<file path="src/rtl/xif_copro_pkg.sv">
// rtl/xif_copro_pkg.sv - shared types and constants for the coprocessor issue/decode stage
package xif_copro_pkg;

    localparam int XLEN_DEF     = 64;
    localparam int ID_WIDTH_DEF = 4;

    localparam logic [6:0] OPCODE_CUSTOM0  = 7'h0B;
    localparam logic [2:0] FUNCT3_BITREV   = 3'd0;
    localparam logic [2:0] FUNCT3_ROTLEFT  = 3'd1;
    localparam logic [2:0] FUNCT3_ROTRIGHT = 3'd2;

    typedef enum logic [1:0] {
        COPRO_NONE     = 2'd0,
        COPRO_BITREV   = 2'd1,
        COPRO_ROTLEFT  = 2'd2,
        COPRO_ROTRIGHT = 2'd3
    } copro_op_e;

    typedef struct packed {
        logic [ID_WIDTH_DEF-1:0] id;
        logic [4:0]              rd;
    } copro_tag_t;

    typedef struct packed {
        copro_op_e               op;
        logic [XLEN_DEF-1:0]     rs1;
        logic [XLEN_DEF-1:0]     rs2;
        logic [ID_WIDTH_DEF-1:0] id;
        logic [4:0]              rd;
        logic                    committed;
        logic                    killed;
    } copro_entry_t;

endpackage

</file>
<file path="src/rtl/xif_copro_decoder.sv">
// rtl/xif_copro_decoder.sv - combinational custom-0 decoder: accept, operator, required sources, rd
module xif_copro_decoder
    import xif_copro_pkg::*;
(
    input  logic [31:0] instr_i,
    output logic        accept_o,
    output copro_op_e   op_o,
    output logic [1:0]  rs_req_o,
    output logic [4:0]  rd_o
);

    always_comb begin
        accept_o = 1'b0;
        op_o     = COPRO_NONE;
        rs_req_o = 2'b00;
        rd_o     = instr_i[11:7];
        if (instr_i[6:0] == OPCODE_CUSTOM0 && instr_i[31:25] == 7'd0) begin
            case (instr_i[14:12])
                FUNCT3_BITREV: begin
                    accept_o = 1'b1;
                    op_o     = COPRO_BITREV;
                    rs_req_o = 2'b01;
                end
                FUNCT3_ROTLEFT: begin
                    accept_o = 1'b1;
                    op_o     = COPRO_ROTLEFT;
                    rs_req_o = 2'b11;
                end
                FUNCT3_ROTRIGHT: begin
                    accept_o = 1'b1;
                    op_o     = COPRO_ROTRIGHT;
                    rs_req_o = 2'b11;
                end
                default: ;
            endcase
        end
    end

endmodule

</file>
<file path="src/rtl/xif_copro_id_stage.sv">
// rtl/xif_copro_id_stage.sv - CV-X-IF issue/decode stage with pending-commit queue; XIF_COPRO_ID_BYPASS_EN enables 0-cycle bypass
module xif_copro_id_stage
    import xif_copro_pkg::*;
#(
    parameter int  XLEN    = XLEN_DEF,
    parameter int  IdWidth = ID_WIDTH_DEF,
    parameter int  Depth   = 2,
    parameter type tag_t   = copro_tag_t
) (
    input  logic               clk_i,
    input  logic               rst_i,
    input  logic               issue_valid_i,
    output logic               issue_ready_o,
    input  logic [31:0]        issue_instr_i,
    input  logic [IdWidth-1:0] issue_id_i,
    input  logic [XLEN-1:0]    issue_rs1_i,
    input  logic [XLEN-1:0]    issue_rs2_i,
    input  logic [1:0]         issue_rs_valid_i,
    output logic               issue_accept_o,
    output logic               issue_writeback_o,
    input  logic               commit_valid_i,
    input  logic [IdWidth-1:0] commit_id_i,
    input  logic               commit_kill_i,
    output logic [XLEN-1:0]    operand_a_o,
    output logic [XLEN-1:0]    operand_b_o,
    output copro_op_e          operator_o,
    output tag_t               tag_o,
    output logic               out_valid_o,
    input  logic               out_ready_i
);

    localparam int PtrW = (Depth > 1) ? $clog2(Depth) : 1;
    localparam int CntW = $clog2(Depth + 1);

    copro_entry_t    mem_q [Depth];
    logic [PtrW-1:0] head_q, head_d, tail_q, tail_d;
    logic [CntW-1:0] count_q, count_d;

    logic            dec_accept;
    copro_op_e       dec_op;
    logic [1:0]      dec_rs_req;
    logic [4:0]      dec_rd;

    xif_copro_decoder u_decoder (
        .instr_i  (issue_instr_i),
        .accept_o (dec_accept),
        .op_o     (dec_op),
        .rs_req_o (dec_rs_req),
        .rd_o     (dec_rd)
    );

    logic full, rs_ok, enq, enq_wr, pop, bypass;
    logic new_commit, commit_hit;
    logic [PtrW-1:0] commit_idx, idx;
    copro_entry_t new_entry, head_entry, out_entry;
    logic head_valid, head_drop, head_out_valid;

    assign full              = (count_q == CntW'(Depth));
    assign rs_ok             = &(issue_rs_valid_i | ~dec_rs_req);
    assign issue_ready_o     = ~dec_accept | (~full & rs_ok);
    assign issue_accept_o    = dec_accept;
    assign issue_writeback_o = dec_accept;
    assign enq               = issue_valid_i & issue_ready_o & dec_accept;

    // Oldest valid, uncommitted entry with a matching id takes the commit.
    always_comb begin
        commit_hit = 1'b0;
        commit_idx = '0;
        idx        = '0;
        for (int i = 0; i < Depth; i++) begin
            idx = head_q + PtrW'(i);
            if (!commit_hit && commit_valid_i && (CntW'(i) < count_q) &&
                !mem_q[idx].committed && mem_q[idx].id == commit_id_i) begin
                commit_hit = 1'b1;
                commit_idx = idx;
            end
        end
    end

    assign new_commit = commit_valid_i & ~commit_hit & (commit_id_i == issue_id_i);

    always_comb begin
        new_entry           = '0;
        new_entry.op        = dec_op;
        new_entry.rs1       = issue_rs1_i;
        new_entry.rs2       = (dec_op == COPRO_BITREV) ? '0 : issue_rs2_i;
        new_entry.id        = issue_id_i;
        new_entry.rd        = dec_rd;
        new_entry.committed = new_commit;
        new_entry.killed    = new_commit & commit_kill_i;
    end

`ifdef XIF_COPRO_ID_BYPASS_EN
    assign bypass = ~rst_i & (count_q == '0) & enq & new_entry.committed & ~new_entry.killed;
`else
    assign bypass = 1'b0;
`endif

    assign head_entry     = mem_q[head_q];
    assign head_valid     = (count_q != '0);
    assign head_drop      = head_valid & head_entry.killed;
    assign head_out_valid = head_valid & head_entry.committed & ~head_entry.killed;
    assign pop            = head_drop | (head_out_valid & out_ready_i);
    assign enq_wr         = enq & ~(bypass & out_ready_i);

    assign out_entry   = bypass ? new_entry : head_entry;
    assign out_valid_o = head_out_valid | bypass;
    assign operand_a_o = out_entry.rs1;
    assign operand_b_o = out_entry.rs2;
    assign operator_o  = out_entry.op;
    assign tag_o       = copro_tag_t'{id: out_entry.id, rd: out_entry.rd};

    assign head_d  = pop ? head_q + 1'b1 : head_q;
    assign tail_d  = enq_wr ? tail_q + 1'b1 : tail_q;
    assign count_d = count_q + CntW'(enq_wr) - CntW'(pop);

    always_ff @(posedge clk_i) begin
        if (rst_i) begin
            head_q  <= '0;
            tail_q  <= '0;
            count_q <= '0;
            for (int i = 0; i < Depth; i++) begin
                mem_q[i] <= '0;
            end
        end else begin
            if (commit_hit) begin
                mem_q[commit_idx].committed <= 1'b1;
                mem_q[commit_idx].killed    <= commit_kill_i;
            end
            if (enq_wr) begin
                mem_q[tail_q] <= new_entry;
            end
            head_q  <= head_d;
            tail_q  <= tail_d;
            count_q <= count_d;
        end
    end

endmodule
</file>
<file path="config.mk">
export PLATFORM = sky130hd
export DESIGN_NAME = xif_copro_id_stage
export DESIGN_NICKNAME = d
export VERILOG_FILES = /design/src/rtl/xif_copro_pkg.sv /design/src/rtl/xif_copro_decoder.sv /design/src/rtl/xif_copro_id_stage.sv
export SDC_FILE = /design/constraint.sdc
export NUM_CORES = 1
export LEC_CHECK = 0
export BUFFER_PORTS_ARGS = -buffer_cell sky130_fd_sc_hd__buf_4
export CAP_MARGIN = 20
export CORE_ASPECT_RATIO = 0.8
export CORE_MARGIN = 3
export CORE_UTILIZATION = 48
export CTS_BUF_LIST = sky130_fd_sc_hd__clkbuf_8 sky130_fd_sc_hd__clkbuf_16
export DETAILED_ROUTE_END_ITERATION = 10
export PLACE_DENSITY = 0.76
export SYNTH_ARGS = -nofsm -noshare
export SYNTH_HDL_FRONTEND = slang
export SYNTH_SLANG_ARGS = --single-unit
</file>
<file path="constraint.sdc">
create_clock -name clk_i -period 5.62 [get_ports clk_i]
set_input_delay 0.562 -clock clk_i [delete_from_list [all_inputs] [get_ports clk_i]]
set_output_delay 0.562 -clock clk_i [all_outputs]
set_load 0.05 [all_outputs]
</file>
# --- Word-level counts from Yosys, hierarchy flattened ---
# Memories as Yosys holds them, arrays and structs flattened. A register that Yosys moved wholly into a read port is not among the register bits.
# Index checks and enable logic that the tools add are counted.
word_totals:
  reg_bits: 4
  mem_bits_rw: 282
  input_bits: 176
  output_inout_bits: 143
  elab_cells: 82
  mem_count: 1
classes:
  n_addsub: 4
  magnitude_cmp: 2
  eq_ne: 8
  muxes: 27
  bitwise_logic: 18
  n_reduce_logical: 19
mem_list:
  columns: ["name", "depth", "width", "read_ports", "rd_clocked_by_memory_dff", "wr", "line_no", "source"]
  rows:
  - ["mem_q", 2, 141, 2, 1, 2, "xif_copro_id_stage.sv:35", "copro_entry_t mem_q [Depth];"]
ops:
  columns: ["operator", "n"]
  rows:
  - ["141-bit 2-to-1 mux", 2]
  - ["141-bit OR reduction", 2]
  - ["64-bit 2-to-1 mux", 1]
  - ["1-bit 2-to-1 mux", 19]
  - ["4-bit equality test", 3]
  - ["1-bit AND", 10]
  - ["1-bit logical AND", 8]
  - ["7-bit by 4-bit equality test with 1-bit output (second input constant)", 1]
  - ["7-bit logical NOT", 1]
  - ["2-bit 2-to-1 mux", 3]
  - ["2-bit case mux with 3 select lines", 1]
  - ["1-bit by 2-bit less-than comparator with 1-bit output (first input constant)", 2]
  - ["1-bit inverter", 4]
  - ["2-bit case mux with 2 select lines", 1]
  - ["3-bit by 1-bit equality test with 1-bit output (second input constant)", 1]
  - ["3-bit by 2-bit equality test with 1-bit output (second input constant)", 1]
  - ["1-bit logical NOT", 3]
  - ["3-bit logical NOT", 1]
  - ["3-bit OR reduction", 1]
  - ["1-bit adder (second input constant)", 2]
  - ["2-bit by 1-bit adder with 2-bit output", 1]
  - ["2-bit by 1-bit equality test with 1-bit output (second input constant)", 1]
  - ["2-bit equality test (second input constant)", 1]
  - ["2-bit inverter", 1]
  - ["6 further kinds", 7]

# --- Longest topological paths before layout ---
depth:
  word_depth: 16
  mapped_depth: 9
  mapped_depth_nobuf: 8

# --- Cells and area by module ---
# From an unflattened synthesis, not the netlist that was laid out.
hier_totals:
  hier_cells: 926
  hier_area_um2: 12729.7
modules_own_cells:
  columns: ["mod", "instances", "cells_per_inst", "area_each_um2", "seq_area_each_um2"]
  rows:
  - ["xif_copro_id_stage", 1, 910, 12610.8, 8568.2]
  - ["xif_copro_decoder", 1, 16, 118.9, 0.0]

# --- Worst setup path after synthesis ---
# Ideal clock, no wire load.
synth_timing:
  path_type: "input -> register"
  startpoint: "input issue_instr_i[14]"
  endpoint: "memory mem_q[1][100] in the netlist's numbering, enable pin"
  setup_ns: 0.492
  arrival_ns: 4.923
  t_required_ns: 5.128
  setup_slack_ns: 0.205
  stages: 8
  n_path_buf: 2
  cell_sequence: "nor4bb_1 > nand4_1 > or4_1 > buf_4 > nor3b_4 > clkbuf_1 > nor2_1 > inv_1"
synth_rtl:
  columns: ["item", "line_no", "source"]
  rows:
  - ["start, declared", "xif_copro_id_stage.sv:14", "input logic [31:0] issue_instr_i,"]
  - ["end, declared", "xif_copro_id_stage.sv:35", null]

==> impl_metrics.toml <==
[worst_hold_path]
min_from = "issue_rs1_i[8]"
min_to = "mem_q[1][83]"
hp-class = "in -> reg"
holdPathStages = 2

[critical_path]
crit_arrival_ps = 4050
worst_setup_path_end_kind = "flop"
reg2reg_slack_ps = 2260
required_ps = 6010
reg2regPathDepth = 7
cp_max_fo = 90
reg2reg_to = "mem_q[1][0]"
worstSetupPathType = "in -> reg"
start_kind = "primary input"
r2r-start = "count_q[0]"

[route]
ant_nets = 0
route.detailed.drc = 0
drt_iter0_markers = 419
finalWirelength_um = 28900
vias = 7967
firstDrtPassIters = 4
vias_per_cell = 5.22
wire_per_inst_um = 18.9

[pwr]
p_leak_nw = 7.14
ir_worst_vdd_mv = 0.204
p_per_area_mw_per_mm2 = 280
total_power_mw = 4.57

[floorplan]
die_x_um = 188
pin_count = 319
num_rows = 52
dieArea_mm2 = 0.0286
start_util_pct = 49.6
die_y_um = 152
coreArea_mm2 = 0.0258

[sta]
fin_tns_setup_ps = 0
max-slew-margin-rel_pct = 31.0
finalHoldViolCount = 0
fin_crit_sh_pct = 65.0
rsz0062_at_grt = "no"
period_minus_slack_ps = 3650
finalClockSkew_ps = 15.5
tightest_slew_ps = 1030
clock.fmax_mhz = 274
setup_viol = 0
slew_violations = 0

[cts]
cts_tree = "built"
clkLatencyLatePin_ps = 540
cts_resized = 0
cts_max_level = 1
clock_sinks = 287
numCtsBuffers = 30
cts.path.max_buffers = 3
cts_root_buf = "clkbuf_16"
clk_pin_slew_ps = 60
cts_setup_buffers = 0
cts_hold_buf = 0

[global_routing]
first_global_vias = 8218
antenna_found_initial = 2
gr-usage-all-layers_pct = 19.4
met1_usage_pct = 25.0
grt_max_degree = 129
grt_pass1_wl_um = 44800
globalRouteMet3Util_pct = 6.27
grt_overflow = 0
grt.busiest_layer = "met2"
grt_use_met2_pct = 32.5

[yosys]
synth-async-reset-ratio_pct = 0
synth_area_mm2 = 0.0128
synth-seq-cells = 287
syn_avg_cell_area_um2 = 14.8
synth_edf_count = 282
syn_inst = 866
ys_seq_area_share_pct = 67.0
syn-num-nets = 1043
synth.distinct_cells = 40
ys.flop_type = "edfxtp_1"
yosys_warnings = 0

[cells_and_area]
final_layout_size_suffix_gt1_share_pct = 42.8
fin_nets = 1332
area_growth_pct = 27.4
final_common_cell = "buf_4"
design_area_mm2 = 0.0163
final_cell_mix = "buf_4, edfxtp_1, and2_1"

[placement]
post_dp_cell_area_mm2 = 0.0154
dp_hpwl_um = 18000
place.gp.congestion = 0.750
port_buffers = 308

[job]
drv_cap = 0

[outcome]
status = "completed"
[Yosys cell counts (9+ instances only)]
master | instances | area (µm²)
nor2_1 | 15 | 56.3
clkbuf_1 | 40 | 150
and2_1 | 147 | 920
and3_1 | 131 | 820
mux2i_1 | 9 | 90.1
clkbuf_2 | 13 | 65.1
xor2_1 | 10 | 87.6
mux2_2 | 136 | 1530
inv_1 | 10 | 37.5
edfxtp_1 | 282 | 8470
[power by group]
part,internal [mW],switching [mW]
clock,1.03,0.785
combinational,0.135,0.196
sequential,2.40,0.0146
[worst max path at each step]
stage,startpoint,to,cells after the start
3_3_place_gp,issue_instr_i[28],mem_q[1][0],9
3_5_place_dp,issue_instr_i[14],mem_q[1][0],9
5_1_grt,issue_instr_i[14],mem_q[1][0],9
2_1_floorplan,issue_instr_i[14],mem_q[1][100],8
6_report,issue_instr_i[28],mem_q[1][0],9
4_1_cts,issue_instr_i[14],mem_q[1][0],9
[through the flow]
step                utilization, %  setup WS, ps  instances  hold slack [ps]
floorplan                        -           205        866              587
global placement              59.7          1490       1473              613
detailed placement            59.7          1450       1473              636
CTS                           63.1          2030       1524              272
global route                  63.2          1730       1526              280
finish                        63.2          1970       1526              304
[final cells by class]
class                           count  area (µm²)
Antenna cell                        1        2.50
Clock buffer                       31         776
Clock inverter                     20         119
Fill cell                        2005        9470
Inverter                           10        47.5
Multi-Input combinational cell    505        3900
Sequential cell                   287        8570
Tap cell                          351         439
Timing Repair Buffer              321        2430
[flip-flops by register name, indices dropped and copies added (netlist names), named ones only]
| name | count |
|---|---|
| mem_q | 282 |
| count_q | 2 |
| head_q | 1 |
| tail_q | 1 |
[routing by layer]
metal	vias to the layer above	routed length [µm]
met2	256	14100
met5	-	20
li1	3764	-
met3	42	2530
met4	2	607
met1	3903	11600
[cell families after synthesis]
kind of cell	Yosys count	share of synthesized area, %
AO/OA/AOI/OAI	16	0.842
AND/OR/NAND/NOR	326	15.7
buffers and inverters	74	2.51
flip-flops	287	67.0
adder cells (fa/ha/maj)	1	0.0978
multiplexers	145	12.7
XOR/XNOR	17	1.16
[critical path: stages]
cell,delay (ps)
buf_4,110
nor4_1,280
nand4_1,310
or4_1,860
nor3b_4,260
buf_4,440
buf_4,710
nand3_1,200
a21oi_1,190
(Power assumes the default switching activity.)
